[config.mk]
export PLATFORM = sky130hd
export DESIGN_NAME = hazard_scoreboard
export DESIGN_NICKNAME = d
export VERILOG_FILES = /design/src/rtl/hazard_scoreboard_pkg.sv /design/src/rtl/hazard_scoreboard_chk.sv /design/src/rtl/hazard_scoreboard_entry.sv /design/src/rtl/hazard_scoreboard.sv
export SDC_FILE = /design/constraint.sdc
export NUM_CORES = 1
export LEC_CHECK = 0
export ABC_AREA = 1
export CORE_AREA = 5 5 155 157
export CTS_CLUSTER_DIAMETER = 30
export DETAILED_ROUTE_END_ITERATION = 10
export DIE_AREA = 0 0 160 162
export PLACE_DENSITY = 0.81
export SYNTH_ARGS = -nofsm -noshare
export SYNTH_HDL_FRONTEND = slang
export SYNTH_SLANG_ARGS = --single-unit
[constraint.sdc]
create_clock -name clk -period 5.75 [get_ports clk]
set_clock_uncertainty 0.2 [all_clocks]
set_input_delay 1.725 -clock clk [delete_from_list [all_inputs] [get_ports clk]]
set_output_delay 1.725 -clock clk [all_outputs]
set_load 0.02 [all_outputs]
[src/rtl/hazard_scoreboard_pkg.sv]
// Shared constants for the decode-stage hazard scoreboard: default address width,
// forward-select encodings, standard producer latencies and bus indices.
package hazard_scoreboard_pkg;

    localparam int DEF_REG_ADDR = 5;

    typedef enum logic [1:0] {
        FWD_RF    = 2'd0,
        FWD_EXMEM = 2'd1,
        FWD_MEMWB = 2'd2
    } fwd_sel_e;

    localparam logic [2:0] LAT_ALU  = 3'd0;
    localparam logic [2:0] LAT_LOAD = 3'd1;
    localparam logic [2:0] LAT_MUL  = 3'd3;

    localparam logic [1:0] BUS_ALU  = 2'd0;
    localparam logic [1:0] BUS_LOAD = 2'd1;

endpackage

[src/rtl/hazard_scoreboard_chk.sv]
// Simulation-only checks on the scoreboard's issue interface.
module hazard_scoreboard_chk #(
    parameter int SEL_W   = 2,
    parameter int NUM_FWD = 2
) (
    input logic             clk,
    input logic             reset,
    input logic             issue_valid,
    input logic             issue_regwrite,
    input logic [SEL_W-1:0] issue_bus
);

    // Flags a write-back issue naming a bus that does not exist.
    always @(posedge clk) begin
        if (!reset && issue_valid && issue_regwrite) begin
            assert (issue_bus < SEL_W'(NUM_FWD));
        end
    end

endmodule

[src/rtl/hazard_scoreboard_entry.sv]
// One register's in-flight producer state: busy flag, cycles until the result
// reaches a bypass bus, and which bus it currently sits on.
module sb_entry #(
    parameter int LAT_W   = 3,
    parameter int SEL_W   = 2,
    parameter int NUM_FWD = 2
) (
    input  logic             clk,
    input  logic             reset,
    input  logic             i_tick,
    input  logic             i_alloc,
    input  logic [LAT_W-1:0] i_lat,
    input  logic [SEL_W-1:0] i_bus,
    output logic             o_busy,
    output logic [LAT_W-1:0] o_cnt,
    output logic [SEL_W-1:0] o_idx
);

    logic             r_busy;
    logic [LAT_W-1:0] r_cnt;
    logic [SEL_W-1:0] r_idx;

    // Allocation overrides the tick so a re-issued register takes the younger producer.
    always_ff @(posedge clk) begin
        if (reset) begin
            r_busy <= 1'b0;
            r_cnt  <= '0;
            r_idx  <= '0;
        end else if (i_alloc) begin
            r_busy <= 1'b1;
            r_cnt  <= i_lat;
            r_idx  <= i_bus;
        end else if (i_tick && r_busy) begin
            if (r_cnt != '0) begin
                r_cnt <= r_cnt - LAT_W'(1);
            end else if (r_idx == SEL_W'(NUM_FWD - 1)) begin
                // Oldest bus passed: the value now lives in the register file.
                r_busy <= 1'b0;
                r_idx  <= '0;
            end else begin
                r_idx <= r_idx + SEL_W'(1);
            end
        end
    end

    assign o_busy = r_busy;
    assign o_cnt  = r_cnt;
    assign o_idx  = r_idx;

endmodule

[src/rtl/hazard_scoreboard.sv]
// Decode-stage scoreboard: per-register in-flight tracking with variable producer
// latency, yielding per-source bypass selects and a single ID stall.
module hazard_scoreboard
    import hazard_scoreboard_pkg::*;
#(
    parameter  int REG_ADDR = DEF_REG_ADDR,
    parameter  int NUM_REGS = 32,
    parameter  int NUM_SRC  = 2,
    parameter  int NUM_FWD  = 2,
    parameter  int LAT_W    = 3,
    localparam int SEL_W    = $clog2(NUM_FWD + 1)
) (
    input  logic                        clk,
    input  logic                        reset,
    input  logic [NUM_SRC*REG_ADDR-1:0] src_addr,
    input  logic [NUM_SRC-1:0]          src_used,
    input  logic                        issue_valid,
    input  logic                        issue_regwrite,
    input  logic [REG_ADDR-1:0]         issue_dst,
    input  logic [LAT_W-1:0]            issue_lat,
    input  logic [SEL_W-1:0]            issue_bus,
    input  logic                        freeze,
    output logic                        stall,
    output logic [NUM_SRC*SEL_W-1:0]    fwd_sel,
    output logic [NUM_REGS-1:0]         busy_vec
);

    logic [NUM_REGS-1:0]      w_busy;
    logic [LAT_W-1:0]         w_cnt [NUM_REGS];
    logic [SEL_W-1:0]         w_idx [NUM_REGS];
    logic [SEL_W-1:0]         w_bus;
    logic                     w_stall;
    logic [NUM_SRC*SEL_W-1:0] w_sel;
    logic                     w_alloc_any;

    // Register 0 is hardwired and never tracked.
    assign w_busy[0] = 1'b0;
    assign w_cnt[0]  = '0;
    assign w_idx[0]  = '0;

    // Clamp an out-of-range bus index onto the oldest bus.
    always_comb begin
        if (issue_bus >= SEL_W'(NUM_FWD)) begin
            w_bus = SEL_W'(NUM_FWD - 1);
        end else begin
            w_bus = issue_bus;
        end
    end

    // Per-source lookup from registered state only, so the issuing instruction sees pre-update entries.
    always_comb begin
        w_stall = 1'b0;
        w_sel   = '0;
        for (int i = 0; i < NUM_SRC; i++) begin
            if (src_used[i] && w_busy[src_addr[i*REG_ADDR +: REG_ADDR]]) begin
                if (w_cnt[src_addr[i*REG_ADDR +: REG_ADDR]] != '0) begin
                    w_stall = 1'b1;
                end else begin
                    w_sel[i*SEL_W +: SEL_W] = w_idx[src_addr[i*REG_ADDR +: REG_ADDR]] + SEL_W'(1);
                end
            end else begin
                w_sel[i*SEL_W +: SEL_W] = SEL_W'(FWD_RF);
            end
        end
    end

    assign w_alloc_any = issue_valid & issue_regwrite & (issue_dst != '0) & ~w_stall & ~freeze;

    for (genvar g = 1; g < NUM_REGS; g++) begin : g_entry
        sb_entry #(
            .LAT_W  (LAT_W),
            .SEL_W  (SEL_W),
            .NUM_FWD(NUM_FWD)
        ) u_entry (
            .clk    (clk),
            .reset  (reset),
            .i_tick (~freeze),
            .i_alloc(w_alloc_any && (issue_dst == REG_ADDR'(g))),
            .i_lat  (issue_lat),
            .i_bus  (w_bus),
            .o_busy (w_busy[g]),
            .o_cnt  (w_cnt[g]),
            .o_idx  (w_idx[g])
        );
    end

    hazard_scoreboard_chk #(
        .SEL_W  (SEL_W),
        .NUM_FWD(NUM_FWD)
    ) u_chk (
        .clk           (clk),
        .reset         (reset),
        .issue_valid   (issue_valid),
        .issue_regwrite(issue_regwrite),
        .issue_bus     (issue_bus)
    );

    assign stall    = w_stall;
    assign fwd_sel  = w_sel;
    assign busy_vec = w_busy;

endmodule

Word-level counts from Yosys, hierarchy flattened
Cells that the tools add are included.
{"block": "totals", "regBits": 186, "inputBits": 27, "out_inout_bits": 37}
{"block": "op_classes", "n_addsub": 64, "magnitude_cmp": 5, "n_eq_ne": 93, "mux": 366, "bitwise": 8, "reduce_logical": 284}
{"cell": "3-bit 2-to-1 mux", "n": 97}
{"cell": "2-bit 2-to-1 mux", "n": 133}
{"cell": "2-bit nonzero test", "n": 93}
{"cell": "1-bit 2-to-1 mux", "n": 130}
{"cell": "2-bit AND reduction", "n": 62}
{"cell": "3-bit nonzero test", "n": 33}
{"cell": "3-bit AND reduction", "n": 31}
{"cell": "3-bit by 1-bit subtractor with 3-bit output, second input constant", "n": 31}
{"cell": "5-bit equality test, second input constant", "n": 16}
{"cell": "2-bit by 1-bit adder with 2-bit output, second input constant", "n": 33}
{"cell": "1-bit logical AND", "n": 64}
{"cell": "2-bit by 1-bit equality test with 1-bit output, second input constant", "n": 31}
{"cell": "2-bit by 1-bit != test with 1-bit output, second input constant", "n": 31}
{"cell": "5-bit by 4-bit equality test with 1-bit output, second input constant", "n": 8}
{"cell": "3-bit binary-select mux with 5-bit select", "n": 2}
{"cell": "2-bit binary-select mux with 5-bit select", "n": 2}
{"cell": "5-bit by 3-bit equality test with 1-bit output, second input constant", "n": 4}
{"cell": "6-bit greater-or-equal comparator, second input constant", "n": 2}
{"cell": "5-bit by 6-bit < comparator with 1-bit output, second input constant", "n": 2}
{"cell": "5-bit NOT with 6-bit output", "n": 2}
{"cell": "1-bit binary-select mux with 5-bit select", "n": 2}
{"cell": "5-bit by 2-bit equality test with 1-bit output, second input constant", "n": 2}
{"cell": "5-bit by 1-bit equality test with 1-bit output, second input constant", "n": 1}
{"cell": "5-bit nonzero test", "n": 1}
{"cell": "other kinds (3)", "n": 7}

Logic depth before layout (Yosys ltp)
Gate-level depths: netlist (run 1).
{"block": "logic_depth", "depth_word": 15, "ltp_mapped": 21, "depth_no_buf": 18}

Hierarchy
From an unflattened synthesis (run 1), not the netlist that was laid out.
{"block": "hier_totals", "hier_cells": 2701, "hier_area_um2": 15705.1}
{"mod": "sb_entry", "instances": 31, "cells_each": 57, "area_per_inst_um2": 369.1, "seq_area_each_um2": 120.1}
{"mod": "hazard_scoreboard", "instances": 1, "cells_each": 934, "area_per_inst_um2": 4262.8, "seq_area_each_um2": 0.0}

Worst setup path before layout (run 1)
Ideal clock, no wire load.
{"block": "synth_path", "kind": "input-to-output", "from": "in src_addr[5]", "to": "out fwd_sel[3]", "arrival_ns": 3.590, "path_slack_ns": 0.235, "path_stages": 13, "path_buffers": 4, "path_cell_list": "buf_4 > inv_2 > buf_6 > clkbuf_1 > clkbuf_1 > o21ai_0 > o22ai_1 > nor2_1 > o31ai_1 > nand2_1 > o21a_1 > xnor2_1 > nor2_1"}
{"block": "synth_between", "elab_chain_cells": 7, "elab_cells_between_ends": 14, "classes_between": "add/sub: 1; mux: 10; bitwise: 1; reduce/logical: 2"}
{"element": "start: declaration", "line": "hazard_scoreboard.sv:15", "rtl": "input logic [NUM_SRC*REG_ADDR-1:0] src_addr,"}
{"element": "5-bit NOT with 6-bit output (implied by the code)", "line": "hazard_scoreboard.sv:56, hazard_scoreboard.sv:59"}
{"element": "2-bit binary-select mux with 5-bit select / 3-bit binary-select mux with 5-bit select (equally long branches)", "line": "hazard_scoreboard.sv:59, hazard_scoreboard.sv:56"}
{"element": "2-bit 2-to-1 mux (implied by the code) / 3-bit 2-to-1 mux (equally long branches) (2 in a row)", "line": "hazard_scoreboard.sv:59, hazard_scoreboard.sv:56"}
{"element": "2-bit by 1-bit adder with 2-bit output / 3-bit nonzero test (equally long branches)", "line": "hazard_scoreboard.sv:59, hazard_scoreboard.sv:56"}
{"element": "2-bit 2-to-1 mux", "line": "hazard_scoreboard.sv:56", "rtl": "if (w_cnt[src_addr[i*REG_ADDR +: REG_ADDR]] != '0) begin"}
{"element": "2-bit 2-to-1 mux *", "line": "hazard_scoreboard.sv:55", "rtl": "if (src_used[i] && w_busy[src_addr[i*REG_ADDR +: REG_ADDR]]) begin"}
{"element": "end: declaration", "line": "hazard_scoreboard.sv:24", "rtl": "output logic [NUM_SRC*SEL_W-1:0] fwd_sel,"}
Every way passes the cells marked *; elsewhere a longest branch is shown, timed or not. The select of a mux whose other input is x is not followed.

Final worst setup path (run 1)
{"block": "layout_path", "from": "in src_addr[7]", "to": "out stall"}
{"block": "layout_between", "elab_chain_cells": 7, "elab_cells_between_ends": 10, "classes_between": "mux: 7; bitwise: 1; reduce/logical: 2"}
{"element": "5-bit NOT with 6-bit output (implied by the code)", "line": "hazard_scoreboard.sv:56"}
{"element": "3-bit binary-select mux with 5-bit select", "line": "hazard_scoreboard.sv:56"}
{"element": "3-bit 2-to-1 mux (implied by the code) (2 in a row)", "line": "hazard_scoreboard.sv:56"}
{"element": "3-bit nonzero test", "line": "hazard_scoreboard.sv:56"}
{"element": "1-bit 2-to-1 mux", "line": "hazard_scoreboard.sv:56"}
{"element": "1-bit 2-to-1 mux *", "line": "hazard_scoreboard.sv:55"}
{"element": "end: declaration", "line": "hazard_scoreboard.sv:23", "rtl": "output logic stall,"}
Marks and branches as above.

==> results by stage, run 1 <==
Run status:
- The flow ran to the end, and the final reports show no timing, DRC or antenna violations.

Synthesis:
- The XOR/XNOR share of the synthesized area is 1.47%.
- Summed over its instances, the top area cell type makes up 27.2% of the synthesized netlist area.
- Measured against the total synthesized area, the mux share comes to 0%.
- In the post-synthesis netlist, the biggest area contributors are sky130_fd_sc_hd__dfxtp_1 (27%), sky130_fd_sc_hd__nand2_1 (14%), sky130_fd_sc_hd__nand3_1 (12%), sky130_fd_sc_hd__nor2_1 (8.1%), sky130_fd_sc_hd__inv_1 (6.2%).
- The synthesized netlist net count is 2,308.
- The synthesized netlist devotes 5.66% of its cell area to adder and majority cells.
- In this run, distinct cell masters in the synthesized netlist total 41.
- The combinational family with the most area after synthesis is simple AND/OR/NAND/NOR gates.
- The post-synthesis average cell area is 6.17 um^2.
- The share of the synthesized area in compound gates (AO/OA/AOI/OAI) is 12.6%.
- The synthesized area is 13,700 um^2.
- The synthesized design contains 186 register bits.
- Sequential elements use 27.2% of the synthesized area.
- The instance count of the mapped netlist is 2,219.
- The Yosys step of the flow raised 0 warnings.
- The cell type with the highest aggregate area in the netlist is sky130_fd_sc_hd__dfxtp_1.
- The synthesized-area fraction occupied by and/or/nand/nor cells is 40.8%.

Timing:
- The hold violation count in the final report came to 0.
- The post-route fraction of the period consumed by the critical path is 98.4%.
- The number of endpoints failing setup at the final stage is 0.
- At the pin with the least slew margin, the transition time is 1.07 ns.
- The setup TNS is 0 ns.
- The max-slew violation total from the final report is 0.
- The relative slew slack is 28.6%.
- Setup repair after global routing left no endpoint under its margin.
- The maximum operating frequency is 177 MHz.
- The post-layout worst setup margin is 0.0904 ns.
- The final critical delay including setup and external delays is 5.66 ns.

Routing:
- Dividing the detail-routed wire length by the instance count gives 20.2 um.
- The via count is 15,700.
- For this block, the initial DRC count from the detailed router was 2,042.
- For this run, design rule violations remaining after detail routing come to 0.
- The first detailed-routing pass took 8 iterations.
- The average via count per standard cell is 6.11.
- The final routed wirelength across all metal layers is 51.8 mm.
- The count of nets left with antenna violations after detail routing is 0.

Clock network:
- The TritonCTS clock tree is yes.
- Buffers inserted during clock tree synthesis total 17.
- The hold buffer count at cts is 0.
- The tree is rooted in a sky130_fd_sc_hd__clkbuf_16.
- The clock transition time at the flip-flop clock pins of the worst setup and hold paths is 0.08 ns.
- The clock latency of the later-clocked register in the worst-skew pair is 0.46 ns.
- The clock passes through at most 2 buffers.
- The CTS sink count is 186.
- The H-tree was split into 4 levels.

Flow run:
- The max-capacitance violation count is 0.

Min path:
- The type of the most critical hold path is flip-flop to flip-flop.
- The path with the worst hold slack has its endpoint at g_entry[3].u_entry.o_idx[1].
- The number of instances on the worst hold path is 2.
- In this run the most critical hold path is launched from g_entry[3].u_entry.o_idx[1].

Global route:
- The total global-route track usage is 38.8%.
- The first global-routing pass estimated 79.1 mm of wire.
- The via count of the first global-routing pass is 14,300.
- The initial antenna violation count is 1.
- The largest net degree at the start of global routing is 67.
- The residual overflow from global routing is 0.

Worst setup path:
- Data on the critical path arrives at its endpoint at 3.73 ns.
- The origin of the critical flop-to-flop path is g_entry[28].u_entry.o_busy.
- The critical path is of the primary input to output port type.
- In this run the worst path has a maximum fanout of 9.
- The reg-to-reg setup timing slack is 2.63 ns.
- The number of cells on the worst reg-to-reg path is 15.
- The worst setup path is launched from a primary input.
- The worst reg2reg path endpoint is g_entry[24].u_entry.o_cnt[2].
- The worst path required time is 3.83 ns.
- STA classifies the critical path endpoint as an output port.

Placement:
- The congestion estimate from routability-driven global placement came to 1.06.
- The setup slack after placement is -0.567 ns.
- The count of buffers inserted at the top-level ports is 62.
- The half-perimeter wire length after detailed placement is 38.0 mm.

Pwr:
- VDD sags by at most 0.000183 V.
- The internal power of the cells totals 2.08 mW.
- The combinational fraction of design power is 14.6%.
- The relative contribution of sequential cells to total power is 43.5%.
- Summed over all cells, the static leakage comes to 7.30 nW.
- The clock network fraction of design power is 41.8%.
- The net switching share of the total power is 30.2%.
- Dividing total power by cell area gives a power density of 192 nW/um^2.
- For this design the total switching power over the nets is 897 uW.

Floorplan:
- The total core area is 22,400 um^2.
- The floorplan has 55 rows.
- The initial standard-cell utilization of the core is 61.2%.
- The vertical die dimension is 162 um.
- The die covers 25,900 um^2.
- In this run the horizontal extent of the chip is 160 um.
- 64 I/O pins were placed.

Finish:
- After the last flow step, the layout net total stands at 2,358.
- The library cells used most frequently in the layout, excluding fill and tap cells, are sky130_fd_sc_hd__nand2_1 (513), sky130_fd_sc_hd__nand3_1 (329), sky130_fd_sc_hd__nor2_1 (295).
- The post-route netlist has 10.4% of its cells at a drive strength greater than 1.
- The synthesis-to-finish area growth is 12.9%.
- Counting the fill cells in the layout gives 1,985.
- Leaving out fill and tap cells, the most frequent cell in the layout is sky130_fd_sc_hd__nand2_1.
- 0 antenna diodes ended up in the layout.
## registers in the layout (all words and copies together), names as in the netlist
register and flops:
g_entry.u_entry.o_cnt 93, g_entry.u_entry.o_busy 31, g_entry.u_entry.o_idx 62
## cell type report
type,count,area [um^2],share of cell area (%)
flip-flops and latches,186,3720,24.1
multi-input cells,1655,8310,53.7
repair buffers,173,1570,10.2
clock buffers,19,453,2.93
well taps,285,357,2.31
clock inverters,13,155,1.00
inverters,236,891,5.76
## synthesized netlist by cell type (all sizes together)
library cell	n
nand4	43
a22oi	2
o21ai	114
a22o	2
a221oi	1
o211ai	21
a31o	3
ha	62
nand3	331
o31ai	4
buf	87
dfxtp	186
o21a	8
or2	42
o311ai	2
o22ai	2
nor2	301
xor2	19
nor3	11
nand2	522
a21oi	140
clkinv	7
xnor2	4
inv	229
o221ai	7
nand3b	7
clkbuf	55
o2111ai	6
conb	1
## how the worst max path moves through the flow
stage	startpoint	end	slack, ns	depth (start not counted)
after floorplan	src_addr[5]	fwd_sel[3]	0.23	13
after global placement	src_addr[1]	fwd_sel[1]	-0.58	11
after detailed placement	src_addr[1]	fwd_sel[1]	-0.57	11
after CTS	src_addr[0]	fwd_sel[1]	0.04	13
after global routing	src_addr[7]	fwd_sel[2]	0.009	11
final	src_addr[7]	stall	0.09	12
## cell families (layout without fill, tap and decap cells)
logic type / after synthesis / count (layout)
compound gates: 312 / 312
xor+xnor: 23 / 23
fa+ha+maj: 62 / 62
buf+inv: 378 / 441
flops: 186 / 186
other cells: 1 / 1
simple gates: 1257 / 1257
## power by group through the flow
stage | Combinational (mW) | Clock [mW] | Sequential, mW
floorplan | 0.243 | 0 | 1.32
global placement | 0.414 | 0 | 1.33
detailed placement | 0.417 | 0 | 1.33
CTS | 0.417 | 1.24 | 1.30
global route | 0.457 | 1.30 | 1.30
finish | 0.436 | 1.24 | 1.30
## through the flow
step / power (mW) / hold WS, ns / cells / instance area [um^2] / utilization [%]
floorplan: 1.57 / 0.247 / 2219 / 13700 / -
global placement: 1.74 / 0.258 / 2532 / 14800 / 66.3
detailed placement: 1.74 / 0.265 / 2532 / 14800 / 66.3
CTS: 2.96 / 0.278 / 2564 / 15400 / 69.0
global route: 3.06 / 0.294 / 2567 / 15500 / 69.1
finish: 2.97 / 0.280 / 2567 / 15500 / 69.1
## layer usage
metal / wire length (um) / part of all wire, % / up-vias / track usage [%]
met5: 0 / 0 / - / 0
met4: 4220 / 8.1 / 0 / 25.5
met3: 5620 / 11 / 269 / 7.16
met2: 22300 / 43 / 1004 / 62.3
met1: 19700 / 38 / 7084 / 47.8
li1: - / - / 7324 / -
## worst max-delay path, stage by stage
cell                              delay (ns)
sky130_fd_sc_hd__clkdlybuf4s50_1        0.53
sky130_fd_sc_hd__buf_4                  0.21
sky130_fd_sc_hd__nand3_1                0.13
sky130_fd_sc_hd__nand2_1                0.10
sky130_fd_sc_hd__nand2_1                0.10
sky130_fd_sc_hd__nand3_1                0.08
sky130_fd_sc_hd__nand2_1                0.09
sky130_fd_sc_hd__nor2_2                 0.15
sky130_fd_sc_hd__buf_4                  0.13
sky130_fd_sc_hd__nand2_4                0.05
sky130_fd_sc_hd__nand2_4                0.09
sky130_fd_sc_hd__dlygate4sd2_1          0.34
## what timing repair did
item                                    CTS  global route
setup buffers                             0             3
pin swaps                                 0             0
endpoints found under the setup margin    5             5
gates resized for setup                  11             8
No activity file was read; power rests on OpenSTA's default activity.
==> run 2, diff against run 1 <==
CORE_AREA = 5 5 152 154   (was 5 5 155 157)
DIE_AREA = 0 0 157 159   (was 0 0 160 162)
PLACE_DENSITY = 0.84   (was 0.81)
clock period = 7.3 ns   (was 5.75 ns; I/O delays follow)
==> run 2 against run 1 <==
Compared with the run above: sequential share of layout area rose by 0.81 points; sequential cell count stayed put; critical path depth is 3 higher; critical path type unchanged; highest routed layer unchanged.
==> results by stage, run 2 (synthesis gave the netlist of run 1 again) <==
Run status:
- The run finished with clean final reports.

Routing:
- The DRC violation count after routing was 0 (unchanged).
- The via count is 15,500 (-1.4%).
- The starting DRC count in detailed routing is 2,418 (+18%).
- The count of nets left with antenna violations after detail routing is 0 (unchanged).
- The final routed wirelength across all metal layers is 51.5 mm (-0.70%).
- The average via count per standard cell was 6.17 (+1.1%).
- The post-detailed-route wirelength per cell came to 20.6 um (+1.8%).
- The first-pass iteration count of the detailed router is 9 (+1).

Timing:
- The max-slew violation total from the final report is 0 (unchanged).
- Derived from the worst setup path, the maximum achievable clock frequency is 140 MHz.
- The final critical delay including setup and external delays is 7.17 ns.
- The relative slew slack is 31.4% (+2.8 points).
- Setup repair after global routing left no endpoint under its margin.
- The number of endpoints failing setup at the final stage is 0 (unchanged).
- The transition time at the pin with the least slew margin is 1.03 ns (-0.0406 ns).
- The setup TNS is 0 ns (unchanged).
- In the finished design, the share of the clock period the worst path needs comes to 98.2%.
- The hold violation count in the final report is 0 (unchanged).
- The final hold slack is 0.277 ns (-0.00319 ns).

Worst setup path:
- The worst path required time is 4.91 ns (+1.08 ns).
- The family of cells with the greatest summed delay on the critical path is buffers and inverters.
- The worst setup path is of the primary input to output port kind.
- The largest driver fanout on the critical path was 8 (-1).
- The worst setup path is launched from a primary input.
- The capturing element type of the critical path is an output port.
- On the critical path, the stage with the largest delay is an instance of sky130_fd_sc_hd__clkdlybuf4s50_1.
- The critical path goes through clkdlybuf4s50_1 -> inv_2 -> buf_4 -> buf_4 -> nand3_1 -> nand2_1 -> nor2_1 -> nor2_1 -> nor2_1 -> nand2_1 -> nand3_1 -> nand2_1 -> nand2_4 -> nand2_4 -> clkdlybuf4s50_1.
- The data arrival time of the critical path is 4.78 ns (+1.05 ns).
- The reg-to-reg setup timing slack is 4.14 ns (+1.51 ns).
- The peak per-stage delay on the critical path is 0.60 ns (+0.07 ns).
- The sum of buffers and inverters on the critical path came to 5 (+1).

Clock network:
- Clock tree synthesis selected as its root buffer the cell sky130_fd_sc_hd__clkbuf_16.
- TritonCTS built the clock tree.
- The CTS sink count is 186 (unchanged).
- The hold buffer count at cts is 0 (unchanged).
- The clock latency of the later-clocked register in the worst-skew pair is 0.45 ns (about the same).
- The post-CTS setup-driven buffer insertion count came to 0 (unchanged).
- The maximum root-to-sink buffer count was 2 (unchanged).
- The depth of the CTS H-tree is 4 (unchanged).
- The clock transition time at the flip-flop clock pins of the worst setup and hold paths is 0.08 ns (about the same).
- The number of CTS-inserted buffers came to 17 (unchanged).

Finish:
- The layout cell share with drive strength beyond 1 is 7.82% (-2.6 points).
- The most common library cell in the layout ignoring fill and taps is sky130_fd_sc_hd__nand2_1.
- The number of inserted diodes is 0 (unchanged).
- In the layout the commonest cells are sky130_fd_sc_hd__nand2_1 (513), sky130_fd_sc_hd__nand3_1 (329), sky130_fd_sc_hd__nor2_1 (295).
- Compared with the post-synthesis result, the final layout area differs by 9.22%.
- The flip-flop count of the largest register, all copies and words added is 93 (unchanged).
- The net total in the final layout is 2,301 (-2.4%).

Floorplan:
- The total core area is 21,600 um^2 (-3.6%).
- The die boundary width is 157 um (-1.9%).
- The number of placed I/O pins was 64 (unchanged).
- The vertical die dimension is 159 um (-1.9%).
- The site row count came to 54 (-1.8%).
- The initial standard-cell utilization of the core was 63.5% (+2.3 points).
- The die area came to 25,000 um^2 (-3.7%).

Min path:
- The type of the most critical hold path is flip-flop to flip-flop.

Pwr:
- The internal portion of total power is 1.57 mW (-25%).
- The net load switching power is 723 uW (-19%).
- The combinational fraction of design power is 14.0% (-0.6 points).
- The worst-case vdd ir drop is 0.000157 V (-14%).
- The power per standard cell area is 153 nW/um^2 (-20%).
- The relative contribution of sequential cells to total power is 44.6% (+1.1 points).
- The clock network fraction of design power is 41.4% (-0.4 points).
- The net switching share of the total power is 31.6% (+1.4 points).
- The cell leakage power came to 7.05 nW (-3.5%).

Flow run:
- The max-capacitance violation count is 0 (unchanged).

Global route:
- The initial antenna violation count came to 0 (-1).
- The global-route wire length before repair was 78.7 mm (-0.47%).
- The residual overflow from global routing is 0 (unchanged).
- The via count of the first global-routing pass is 14,100 (-0.83%).
- The total global-route track usage was 40.2% (+1.4 points).
- The largest net degree at the start of global routing came to 80 (+19%).

Placement:
- The weighted congestion reported at the end of routability-driven placement is 1.03 (-3.1%).
- The half-perimeter wire length after detailed placement is 37.0 mm (-2.5%).
- The count of buffers inserted at the top-level ports is 62 (unchanged).
-- run 2: cell types whose count changed in the layout (fill, tap and decap cells not counted), sizes merged --
cell and delta:
buf -58, inv +6, clkinv -5, clkdlybuf4s15 -4, clkbuf -3, clkdlybuf4s50 +3, dlymetal6s2s +3, bufinv -1
clkinvlp +1
-- run 2: tightest hold or removal path: stages, from the launching register on --
cell	delay, ns
sky130_fd_sc_hd__dfxtp_1	0.32
sky130_fd_sc_hd__nand3_1	0.08
sky130_fd_sc_hd__nor2_1	0.04
-- run 2: area by class of cell --
class                   instances  area (um^2)
flip-flops and latches        186         3720
repair buffers                116         1120
multi-input cells            1655         8310
well taps                     280          350
clock buffers                  17          425
clock inverters                14          145
fillers                      1985         6600
inverters                     236          886
-- run 2: worst paths after layout --
check	from	to	cells past startpoint
worst max-delay path	src_addr[1]	stall	15
worst min register to register	g_entry[6].u_entry.o_idx[1]	g_entry[6].u_entry.o_idx[1]	2
worst min-delay path	g_entry[6].u_entry.o_idx[1]	g_entry[6].u_entry.o_idx[1]	2
worst max register to register	g_entry[20].u_entry.o_cnt[1]	g_entry[27].u_entry.o_idx[0]	14
-- run 2: power groups by stage --
stage / Combinational, mW / Clock [mW] / Sequential, mW
floorplan: 0.191 / 0 / 1.04
CTS: 0.309 / 0.947 / 1.02
global route: 0.338 / 0.991 / 1.02
finish: 0.321 / 0.947 / 1.02
detailed placement: 0.307 / 0 / 1.04
global placement: 0.307 / 0 / 1.04
-- run 2: metrics by stage --
stage,util (%),setup WS [ns],std cells,instance area [um^2],total power [mW]
2_1_floorplan,-,0.855,2219,13700,1.23
3_3_place_gp,66.7,0.0225,2473,14400,1.35
3_5_place_dp,66.7,0.00678,2473,14400,1.35
4_1_cts,69.4,0.0435,2504,14900,2.28
5_1_grt,69.4,0.0224,2504,15000,2.35
6_report,69.4,0.134,2504,15000,2.29
-- run 2: layer usage --
metal | vias up | track usage (%) | wire length, um
met5 | - | 0 | 0
met4 | 0 | 24.9 | 3880
met3 | 233 | 8.21 | 6110
met2 | 948 | 61.5 | 22100
met1 | 7077 | 51.8 | 19400
li1 | 7204 | - | -
-- run 2: repair_timing --
action | CTS | global route
resized for setup | 1 | 5
endpoints found under the hold margin | 0 | 0
cloned | 0 | 0
setup endpoints to repair | 1 | 3
